## src/rtl/fpga_bootrom_bus_adapter_if.sv

```systemverilog
// Interconnect-side bus of the boot ROM adapter: req/gnt request channel and
// valid/ready response channel.
interface fpga_bootrom_bus_adapter_if #(
    parameter int unsigned ADDR_WIDTH = 32,
    parameter int unsigned DATA_WIDTH = 32
) ();
    logic                  req;
    logic                  we;
    logic [ADDR_WIDTH-1:0] addr;
    logic                  gnt;
    logic                  rvalid;
    logic                  rready;
    logic [DATA_WIDTH-1:0] rdata;
    logic                  err;

    // Interconnect side issuing requests and consuming responses.
    modport master (
        output req, we, addr, rready,
        input  gnt, rvalid, rdata, err
    );

    // Adapter side.
    modport slave (
        input  req, we, addr, rready,
        output gnt, rvalid, rdata, err
    );
endinterface

```

## src/rtl/fpga_bootrom_bus_adapter.sv

```systemverilog
// Boot ROM bus adapter: maps interconnect byte addresses onto ROM word indices,
// tracks the ROM's one-cycle read latency and buffers responses in a small FIFO
// so that response back-pressure never drops data. Writes and out-of-range reads
// complete with an error response and zero data.
module fpga_bootrom_bus_adapter #(
    parameter int unsigned           ADDR_WIDTH = 32,
    parameter int unsigned           DATA_WIDTH = 32,
    parameter logic [ADDR_WIDTH-1:0] BASE_ADDR  = ADDR_WIDTH'(32'h1A00_0000),
    parameter int unsigned           ROM_WORDS  = 128,
    parameter int unsigned           ROM_AW     = 7,
    parameter int unsigned           RESP_DEPTH = 3
) (
    input  logic                          clk_i,
    input  logic                          rst_ni,
    fpga_bootrom_bus_adapter_if.slave     bus,
    output logic                          rom_cen_o,
    output logic [ROM_AW-1:0]             rom_addr_o,
    input  logic [DATA_WIDTH-1:0]         rom_q_i
);
    localparam int unsigned PTR_W = $clog2(RESP_DEPTH);
    localparam int unsigned CNT_W = $clog2(RESP_DEPTH + 1);

    // Response FIFO storage and pointers.
    logic [DATA_WIDTH-1:0] mem_data_q [RESP_DEPTH];
    logic [DATA_WIDTH-1:0] mem_data_d [RESP_DEPTH];
    logic [RESP_DEPTH-1:0] mem_err_q, mem_err_d;
    logic [PTR_W-1:0]      wptr_q, wptr_d;
    logic [PTR_W-1:0]      rptr_q, rptr_d;
    logic [CNT_W-1:0]      count_q, count_d;

    // One entry for the access whose ROM data arrives next cycle.
    logic                  inflight_q, inflight_d;
    logic                  infl_err_q, infl_err_d;
    logic [ROM_AW-1:0]     rom_addr_q, rom_addr_d;

    logic [ADDR_WIDTH-1:0] offset;
    logic [ADDR_WIDTH-1:0] idx;
    logic                  in_range;
    logic [CNT_W:0]        used;
    logic                  gnt;
    logic                  accept;
    logic                  rom_rd;
    logic                  rvalid;
    logic                  push;
    logic                  pop;

    function automatic logic [PTR_W-1:0] ptr_inc(input logic [PTR_W-1:0] p);
        return (p == PTR_W'(RESP_DEPTH - 1)) ? '0 : p + 1'b1;
    endfunction

    // Address decode, credit-based grant and ROM port drive.
    always_comb begin
        // An address below BASE_ADDR wraps to a huge index and falls out of range.
        offset     = bus.addr - BASE_ADDR;
        idx        = offset >> 2;
        in_range   = idx < ADDR_WIDTH'(ROM_WORDS);
        // Grant is a pure function of registered state: every accepted request
        // owns a FIFO slot, whether still inflight or already buffered.
        used       = {1'b0, count_q} + (CNT_W + 1)'(inflight_q);
        gnt        = used < (CNT_W + 1)'(RESP_DEPTH);
        accept     = bus.req && gnt;
        rom_rd     = accept && !bus.we && in_range;
        rom_cen_o  = !rom_rd;
        rom_addr_o = rom_rd ? idx[ROM_AW-1:0] : rom_addr_q;
        rom_addr_d = rom_addr_o;
        inflight_d = accept;
        infl_err_d = accept && !rom_rd;
    end

    // Response FIFO next state: push the inflight entry, pop on handshake.
    always_comb begin
        mem_data_d = mem_data_q;
        mem_err_d  = mem_err_q;
        wptr_d     = wptr_q;
        rptr_d     = rptr_q;
        count_d    = count_q;
        rvalid     = count_q != '0;
        push       = inflight_q;
        pop        = rvalid && bus.rready;
        if (push) begin
            mem_data_d[wptr_q] = infl_err_q ? '0 : rom_q_i;
            mem_err_d[wptr_q]  = infl_err_q;
            wptr_d             = ptr_inc(wptr_q);
        end
        if (pop) begin
            rptr_d = ptr_inc(rptr_q);
        end
        if (push && !pop) begin
            count_d = count_q + 1'b1;
        end else if (pop && !push) begin
            count_d = count_q - 1'b1;
        end
    end

    // Bus outputs: head of FIFO, forced to zero while empty.
    always_comb begin
        bus.gnt    = gnt;
        bus.rvalid = rvalid;
        bus.rdata  = rvalid ? mem_data_q[rptr_q] : '0;
        bus.err    = rvalid ? mem_err_q[rptr_q] : 1'b0;
    end

    // State registers; reset discards all pending and buffered responses.
    always_ff @(posedge clk_i or negedge rst_ni) begin
        if (!rst_ni) begin
            mem_data_q <= '{default: '0};
            mem_err_q  <= '0;
            wptr_q     <= '0;
            rptr_q     <= '0;
            count_q    <= '0;
            inflight_q <= 1'b0;
            infl_err_q <= 1'b0;
            rom_addr_q <= '0;
        end else begin
            mem_data_q <= mem_data_d;
            mem_err_q  <= mem_err_d;
            wptr_q     <= wptr_d;
            rptr_q     <= rptr_d;
            count_q    <= count_d;
            inflight_q <= inflight_d;
            infl_err_q <= infl_err_d;
            rom_addr_q <= rom_addr_d;
        end
    end
endmodule

```

## src/flat_wrapper.sv

```systemverilog
// flat-port wrapper written by rule: the top's interface ports become plain ports
module fpga_bootrom_bus_adapter_flat 
#(
    parameter int unsigned           ADDR_WIDTH = 32,
    parameter int unsigned           DATA_WIDTH = 32,
    parameter logic [ADDR_WIDTH-1:0] BASE_ADDR  = ADDR_WIDTH'(32'h1A00_0000),
    parameter int unsigned           ROM_WORDS  = 128,
    parameter int unsigned           ROM_AW     = 7,
    parameter int unsigned           RESP_DEPTH = 3
)
  (clk_i, rst_ni, rom_cen_o, rom_addr_o, rom_q_i, bus_req, bus_we, bus_addr, bus_rready, bus_gnt, bus_rvalid, bus_rdata, bus_err);
  fpga_bootrom_bus_adapter_if #(.ADDR_WIDTH(ADDR_WIDTH), .DATA_WIDTH(DATA_WIDTH)) bus_i ();
  input  logic clk_i;
  input  logic rst_ni;
  output logic rom_cen_o;
  output logic [ROM_AW-1:0] rom_addr_o;
  input  logic [DATA_WIDTH-1:0] rom_q_i;
  input wire logic [$bits(bus_i.req)-1:0] bus_req;
  input wire logic [$bits(bus_i.we)-1:0] bus_we;
  input wire logic [$bits(bus_i.addr)-1:0] bus_addr;
  input wire logic [$bits(bus_i.rready)-1:0] bus_rready;
  output wire logic [$bits(bus_i.gnt)-1:0] bus_gnt;
  output wire logic [$bits(bus_i.rvalid)-1:0] bus_rvalid;
  output wire logic [$bits(bus_i.rdata)-1:0] bus_rdata;
  output wire logic [$bits(bus_i.err)-1:0] bus_err;
  assign bus_i.req = bus_req;
  assign bus_i.we = bus_we;
  assign bus_i.addr = bus_addr;
  assign bus_i.rready = bus_rready;
  assign bus_gnt = bus_i.gnt;
  assign bus_rvalid = bus_i.rvalid;
  assign bus_rdata = bus_i.rdata;
  assign bus_err = bus_i.err;
  fpga_bootrom_bus_adapter #(.ADDR_WIDTH(ADDR_WIDTH), .DATA_WIDTH(DATA_WIDTH), .BASE_ADDR(BASE_ADDR), .ROM_WORDS(ROM_WORDS), .ROM_AW(ROM_AW), .RESP_DEPTH(RESP_DEPTH)) u_core (.clk_i(clk_i), .rst_ni(rst_ni), .bus(bus_i), .rom_cen_o(rom_cen_o), .rom_addr_o(rom_addr_o), .rom_q_i(rom_q_i));
endmodule
```

## config.mk

```make
export PLATFORM = sky130hd
export DESIGN_NAME = fpga_bootrom_bus_adapter_flat
export DESIGN_NICKNAME = d
export VERILOG_FILES = /design/src/rtl/fpga_bootrom_bus_adapter_if.sv /design/src/rtl/fpga_bootrom_bus_adapter.sv /design/src/flat_wrapper.sv
export SDC_FILE = /design/constraint.sdc
export NUM_CORES = 1
export LEC_CHECK = 0
export CELL_PAD_IN_SITES_DETAIL_PLACEMENT = 1
export CELL_PAD_IN_SITES_GLOBAL_PLACEMENT = 1
export CORE_ASPECT_RATIO = 0.9
export CORE_MARGIN = 1.5
export CORE_UTILIZATION = 32
export CTS_BUF_LIST = sky130_fd_sc_hd__clkbuf_16
export DETAILED_ROUTE_END_ITERATION = 10
export PLACE_DENSITY = 0.76
export SLEW_MARGIN = 30
export SYNTH_ARGS = -nofsm -noshare
export SYNTH_HDL_FRONTEND = slang
export SYNTH_SLANG_ARGS = --single-unit
```

## constraint.sdc

```tcl
create_clock -name clk_i -period 2.6 [get_ports clk_i]
set_clock_uncertainty 0.05 [all_clocks]
set_input_delay 0.52 -clock clk_i [delete_from_list [all_inputs] [get_ports clk_i]]
set_output_delay 0.52 -clock clk_i [all_outputs]
set_load 0.02 [all_outputs]
```

== After elaboration in Yosys (flattened, before gate mapping) ==
Index checks and enable logic that the tools add are counted.
Cells by class
  div/mod/pow operators: 0
  bitwise operators: 2
  add/sub/neg operators: 6
  equal/unequal tests: 2
  magnitude comparators: 8
  multiplexer cells: 19
  reductions and logical operators: 15
  multiply operators: 0
  shifts and indexed selects: 0
Operator list (count)
  2-to-1 mux 32 bit: 5
  bitwise mux 96 bit: 1
  binary-select mux 32 bit (select 2 bit): 1
  demux 32 bit (select 2 bit): 1
  subtractor 32 x 29 -> 32 bit, second input constant: 1
  less-than comparator 30 x 8 -> 1 bit, second input constant: 1
  logical AND 1 bit: 9
  2-to-1 mux 2 bit: 4
  2-to-1 mux 7 bit: 1
  adder 2 x 1 -> 2 bit, second input constant: 3
  greater-or-equal comparator 3 bit, second input constant: 2
  less-than comparator 2 x 3 -> 1 bit, second input constant: 2
  inverter 2 -> 3 bit: 2
  equality test 2 bit, second input constant: 2
  zero test 1 bit: 4
  nonzero test 2 bit: 2
  adder 2 x 1 -> 3 bit: 1
  bitwise mux 3 bit: 1
  less-than comparator 3 x 1 -> 1 bit, second input constant: 1
  less-than comparator 3 x 2 -> 1 bit, second input constant: 1
  2-to-1 mux 1 bit: 3
  binary-select mux 1 bit (select 2 bit): 1
  demux 1 bit (select 2 bit): 1
  greater-or-equal comparator 2 x 1 -> 1 bit, second input constant: 1
  subtractor 2 x 1 -> 2 bit, second input constant: 1
Storage, ports and cells
  latch bits: 0
  RAM bits: 0
  flip-flop bits (word level): 114
  logic and storage cells: 62
  memories kept: 0
  memory bits (read-only): 0

== Depth between registers and ports, before layout ==
  depth in word-level cells: 7
  gate-level depth with buffers: 7
  gate-level depth less buffers: 7

== Worst setup path after synthesis ==
OpenSTA, ideal clock, no wires.
  path type: register -> output
  from: register u_core.inflight_q
  to: output rom_addr_o[0]
  stages on the path, launching flop included: 7
  data arrival time: 2421 ps
  slack: -391 ps
  cells stage by stage: dfrtp_1 > ha_1 > ha_1 > a21oi_1 > nand2_1 > nor4_4 > mux2_2
On the way
  word-level cells in the longest chain between the ends: 6
RTL lines
  from (decl): RTL line fpga_bootrom_bus_adapter.sv:32  | logic inflight_q, inflight_d;
  from (signal assigned): RTL line fpga_bootrom_bus_adapter.sv:120  | inflight_q <= inflight_d;
  adder 2 x 1 -> 3 bit: RTL line fpga_bootrom_bus_adapter.sv:59  | used = {1'b0, count_q} + (CNT_W + 1)'(inflight_q);
  less-than comparator 3 x 2 -> 1 bit: RTL line fpga_bootrom_bus_adapter.sv:60  | gnt = used < (CNT_W + 1)'(RESP_DEPTH);
  net bus_gnt: RTL line flat_wrapper.sv:22  | output wire logic [$bits(bus_i.gnt)-1:0] bus_gnt;
  logical AND 1 bit: RTL line fpga_bootrom_bus_adapter.sv:61  | accept = bus.req && gnt;
  logical AND 1 bit (2 in a row): RTL line fpga_bootrom_bus_adapter.sv:62  | rom_rd = accept && !bus.we && in_range;
  2-to-1 mux 7 bit: RTL line fpga_bootrom_bus_adapter.sv:64  | rom_addr_o = rom_rd ? idx[ROM_AW-1:0] : rom_addr_q;
  to (decl): RTL line flat_wrapper.sv:16  | output logic [ROM_AW-1:0] rom_addr_o;
The timed path passes the listed nets, and every way through them passes these cells.

== Final worst setup path ==
  from: register u_core.count_q[0]
  to: output rom_cen_o
On the way
  word-level cells in the longest chain between the ends: 6
RTL lines
  from (decl): RTL line fpga_bootrom_bus_adapter.sv:29  | logic [CNT_W-1:0] count_q, count_d;
  from (signal assigned): RTL line fpga_bootrom_bus_adapter.sv:119  | count_q <= count_d;
  adder 2 x 1 -> 3 bit: RTL line fpga_bootrom_bus_adapter.sv:59
  less-than comparator 3 x 2 -> 1 bit: RTL line fpga_bootrom_bus_adapter.sv:60
  logical AND 1 bit: RTL line fpga_bootrom_bus_adapter.sv:61
  logical AND 1 bit (2 in a row): RTL line fpga_bootrom_bus_adapter.sv:62
  zero test 1 bit: RTL line fpga_bootrom_bus_adapter.sv:63  | rom_cen_o = !rom_rd;
  to (decl): RTL line flat_wrapper.sv:15  | output logic rom_cen_o;
No other way between the ends.

==> implementation parameters <==
Parameter                              Value

STA
  Hold violation total from the final report ... 0
  Hold WS ... 0.0674 ns
  Final worst path period share ... 109%
  Setup repair after global routing missed its margin ... true
  Maximum achievable frequency ... 352 MHz
  Slew @ Worst Pin ... between 0.9 and 1 ns
  Fin worst setup slack ... -0.240 ns
  Max Transition Viols Final ... 0
  Final critical path time including I/O delays and setup ... between 2 and 3 ns
  Final setup violating endpoints ... 8
  Worst slew margin ... 39.9%

CTS
  Clock Sinks ... 114
  Htree depth ... 4
  Clock tree from TritonCTS ... done
  Post-CTS Hold Buffers ... 0
  Root buf cell ... sky130_fd_sc_hd__clkbuf_16
  Number of buffers on the longest clock path ... 2
  Post-CTS clock slew at the launch and capture registers of the worst setup and hold paths ... 0.05 ns
  Clock network latency to the later pin of the worst-skew pair ... between 0.4 and 0.5 ns
  Inserted Clock Buffers ... 17

Layout
  Final #Nets ... 757
  Diodes inserted ... 0
  Post-layout utilization of the core ... 46.6%
  Share of post-route cells with drive strength above 1 ... 13.8%
  Area overhead of the layout relative to synthesis ... 40.6%
  Final non-filler cell total ... between 800 and 900
  Layout fillers ... around 1800

Status
  Result of the run ... complete, but fails checks
  Failing checks ... negative setup slack

Drt
  Residual DRC ... 0
  Count of vias placed by the detailed router ... 4369
  DRT met1 WL ... 6410 um
  Highest signal layer in the routed design ... met4
  Routed wire length ... 14900 um
  Total length of routed met2 wires ... 7720 um
  Per-cell via count in the routed design ... 4.90
  Routed met3 length ... 473 um
  Number of antenna-violating nets in the routed design ... 0
  Detailed-route wire length per cell ... ~17 um
  DRC marker count from the first detailed-route iteration ... between 100 and 150
  Detailed Routing Iterations Pass 1 ... 4

Critical path
  Arrival @ worst endpoint ... 2.27 ns
  Critical path peak fanout ... 2
  Worst path max stage delay ... about 0.53 ns
  Slowest cell on crit path ... sky130_fd_sc_hd__or4_4
  Critical path class ... flop to output port
  Critical path required time ... 2.03 ns
  Critical-path cell list ... ha_2, ha_4, a21oi_4, nand2_2, buf_4, or4_4, buf_6
  Critical Path End Type ... output port
  Type of element launching the critical path ... flop

Synthesis
  Post-synthesis sequential element count ... between 100 and 150
  Synthesized instance count ... 562
  Portion of the post-synthesis area used by sequential elements ... 55.0%
  Synth unique cells ... 26
  Post-synthesis average cell area ... 9.23 um2
  Number of nets in the synthesized netlist ... 635
  Yosys Warn Count ... 0
  Cell area after synthesis ... 5190 um2

Global route
  Number of global-route vias before repair ... ~4800
  Overall Global Routing Usage ... 18.5%
  Wire length of the first global-routing pass ... 23800 um
  Antenna violations before repair ... 0
  Gr ovfl total ... 0
  Pin count of the biggest net entering global routing ... 52

Placement
  RD Place Congestion ... approximately 0.73
  DP Wirelength ... around 10000 um
  Instance count after placement with tap cells included ... between 800 and 900
  Buffers added on ports ... around 110
  Worst slack at placement ... -1.08 ns

Die
  Initial Util ... 33.1%
  I/O pin count ... 112
  Die outline area ... 17000 um2
  Horizontal die dimension ... ~140 um
  Vert. Die Dim ... ~120 um
  Cell row count ... 43
  Core Area ... 15700 um2

Pwr
  Worst-case vdd ir drop ... 587 uV
  Leakage ... 0.00361 uW
  Power per unit of standard cell area ... roughly 1200 nW/um2

Run
  Max-capacitance violation count ... 0

Worst hold path
  Hold Crit Class ... input pin to asynchronous set/reset pin
## final timing paths
kind / from / to / slack [ns] / depth (start not counted)
worst max-delay path: u_core.count_q[0] / rom_cen_o / -0.24 / 7
worst min register to register: u_core.mem_data_q[20] / u_core.mem_data_q[20] / 0.43 / 2
min in group clk_i: u_core.mem_data_q[20] / u_core.mem_data_q[20] / 0.43 / 2
worst min-delay path: rst_ni / u_core.mem_data_q[84] / 0.07 / 1
max in group asynchronous: rst_ni / u_core.mem_data_q[57] / 1.73 / 2
worst max register to register: u_core.count_q[0] / u_core.rom_addr_q[4] / 0.47 / 9
## where the power goes
group	total, uW	switching [uW]	internal, uW
sequential	2970	457	2520
clock	1860	715	1140
combinational	4190	2500	1690
## critical path: cells and delay by family (launching register included)
family          cells  cell delay (ns)
buf+inv             2             0.30
fa+ha+maj           2             0.42
simple gates        2             0.63
compound gates      1             0.14
flops               1             0.39
## registers in the layout, indices dropped and copies added, names as in the netlist
| name | flops |
|---|---|
| u_core.mem_data_q | 96 |
| u_core.wptr_q | 2 |
| u_core.rom_addr_q | 7 |
| u_core.rptr_q | 2 |
| u_core.mem_err_q | 3 |
| u_core.inflight_q | 1 |
| u_core.infl_err_q | 1 |
| u_core.count_q | 2 |
## repair_timing
action | CTS | global route
pin swaps | 5 | 10
gates cloned | 0 | 0
setup buffers | 7 | 3
endpoints found under the setup margin | 40 | 8
gates resized for setup | 102 | 32
## area by class of cell
cell class	count	area, um2	area share (%)
tap	202	253	3.46
clock inverter	8	32.5	0.446
multi-input combinational	403	2310	31.7
timing repair buffer	142	1400	19.1
sequential	114	2850	39.1
inverter	6	22.5	0.309
clock buffer	17	425	5.83
## cell usage after synthesis
cell / n / area share [%]
sky130_fd_sc_hd__nand3_1: 4 / 0.39
sky130_fd_sc_hd__buf_1: 2 / 0.14
sky130_fd_sc_hd__nor4_4: 1 / 0.41
sky130_fd_sc_hd__ha_1: 4 / 0.96
sky130_fd_sc_hd__nand4_1: 1 / 0.12
sky130_fd_sc_hd__clkbuf_1: 33 / 2.4
sky130_fd_sc_hd__nor2b_1: 1 / 0.12
sky130_fd_sc_hd__dfrtp_1: 114 / 55
sky130_fd_sc_hd__nor2_1: 71 / 5.1
sky130_fd_sc_hd__or4_2: 1 / 0.17
sky130_fd_sc_hd__nor4b_2: 1 / 0.29
sky130_fd_sc_hd__a21oi_1: 34 / 3.3
sky130_fd_sc_hd__xor2_1: 2 / 0.34
sky130_fd_sc_hd__nor4_1: 3 / 0.36
sky130_fd_sc_hd__nor3b_1: 1 / 0.14
sky130_fd_sc_hd__mux2i_1: 33 / 6.4
sky130_fd_sc_hd__inv_1: 6 / 0.43
sky130_fd_sc_hd__nand2_1: 100 / 7.2
sky130_fd_sc_hd__a21o_1: 1 / 0.14
sky130_fd_sc_hd__nand2b_1: 32 / 3.9
sky130_fd_sc_hd__o21ai_0: 99 / 9.5
sky130_fd_sc_hd__nor3_1: 1 / 0.096
sky130_fd_sc_hd__xnor2_1: 1 / 0.17
sky130_fd_sc_hd__mux2_2: 10 / 2.2
sky130_fd_sc_hd__buf_2: 4 / 0.39
sky130_fd_sc_hd__nor4bb_1: 2 / 0.39
## cell families (layout without fill, tap and decap cells)
| family | count (synthesis) | after routing | share of synthesized area (%) |
|---|---|---|---|
| compound gates | 134 | 134 | 13.0 |
| xor+xnor | 3 | 3 | 0.506 |
| fa+ha+maj | 4 | 4 | 0.964 |
| buf+inv | 45 | 173 | 3.35 |
| flops | 114 | 114 | 55.0 |
| mux | 43 | 43 | 8.53 |
| simple gates | 219 | 219 | 18.7 |
## per-stage QoR
stage	total power, uW	TNS [ns]	area (um2)
CTS	9150	-2.88	7180
detailed placement	7400	-9.12	6630
global placement	7160	-8.43	6630
floorplan	5480	-0.282	5200
finish	9030	-1.80	7300
global route	9720	-2.59	7300
## metal layers
metal	global-route usage (%)	up-vias
met5	0	-
met4	6.71	0
met3	4.48	22
met2	33.3	75
met1	21.3	2163
li1	-	2109
## cells in the final DEF, fill, tap and decap left out, types with 2 or more instances in the layout
cell                              count
sky130_fd_sc_hd__a21oi_1             33
sky130_fd_sc_hd__buf_12               4
sky130_fd_sc_hd__buf_4               29
sky130_fd_sc_hd__buf_6               10
sky130_fd_sc_hd__clkbuf_16           17
sky130_fd_sc_hd__clkbuf_2             2
sky130_fd_sc_hd__clkdlybuf4s50_1     44
sky130_fd_sc_hd__clkinv_1             2
sky130_fd_sc_hd__clkinv_2             2
sky130_fd_sc_hd__dfrtp_1            113
sky130_fd_sc_hd__dlygate4sd2_1       34
sky130_fd_sc_hd__dlymetal6s2s_1      19
sky130_fd_sc_hd__ha_4                 2
sky130_fd_sc_hd__inv_1                9
sky130_fd_sc_hd__mux2_2               3
sky130_fd_sc_hd__mux2_4               7
sky130_fd_sc_hd__mux2i_1             33
sky130_fd_sc_hd__nand2_1             99
sky130_fd_sc_hd__nand2b_1            32
sky130_fd_sc_hd__nand3_2              3
sky130_fd_sc_hd__nor2_1              69
sky130_fd_sc_hd__nor4_2               2
sky130_fd_sc_hd__nor4bb_4             2
sky130_fd_sc_hd__o21ai_0             99
sky130_fd_sc_hd__xor2_1               2
(Power assumes the default switching activity.)
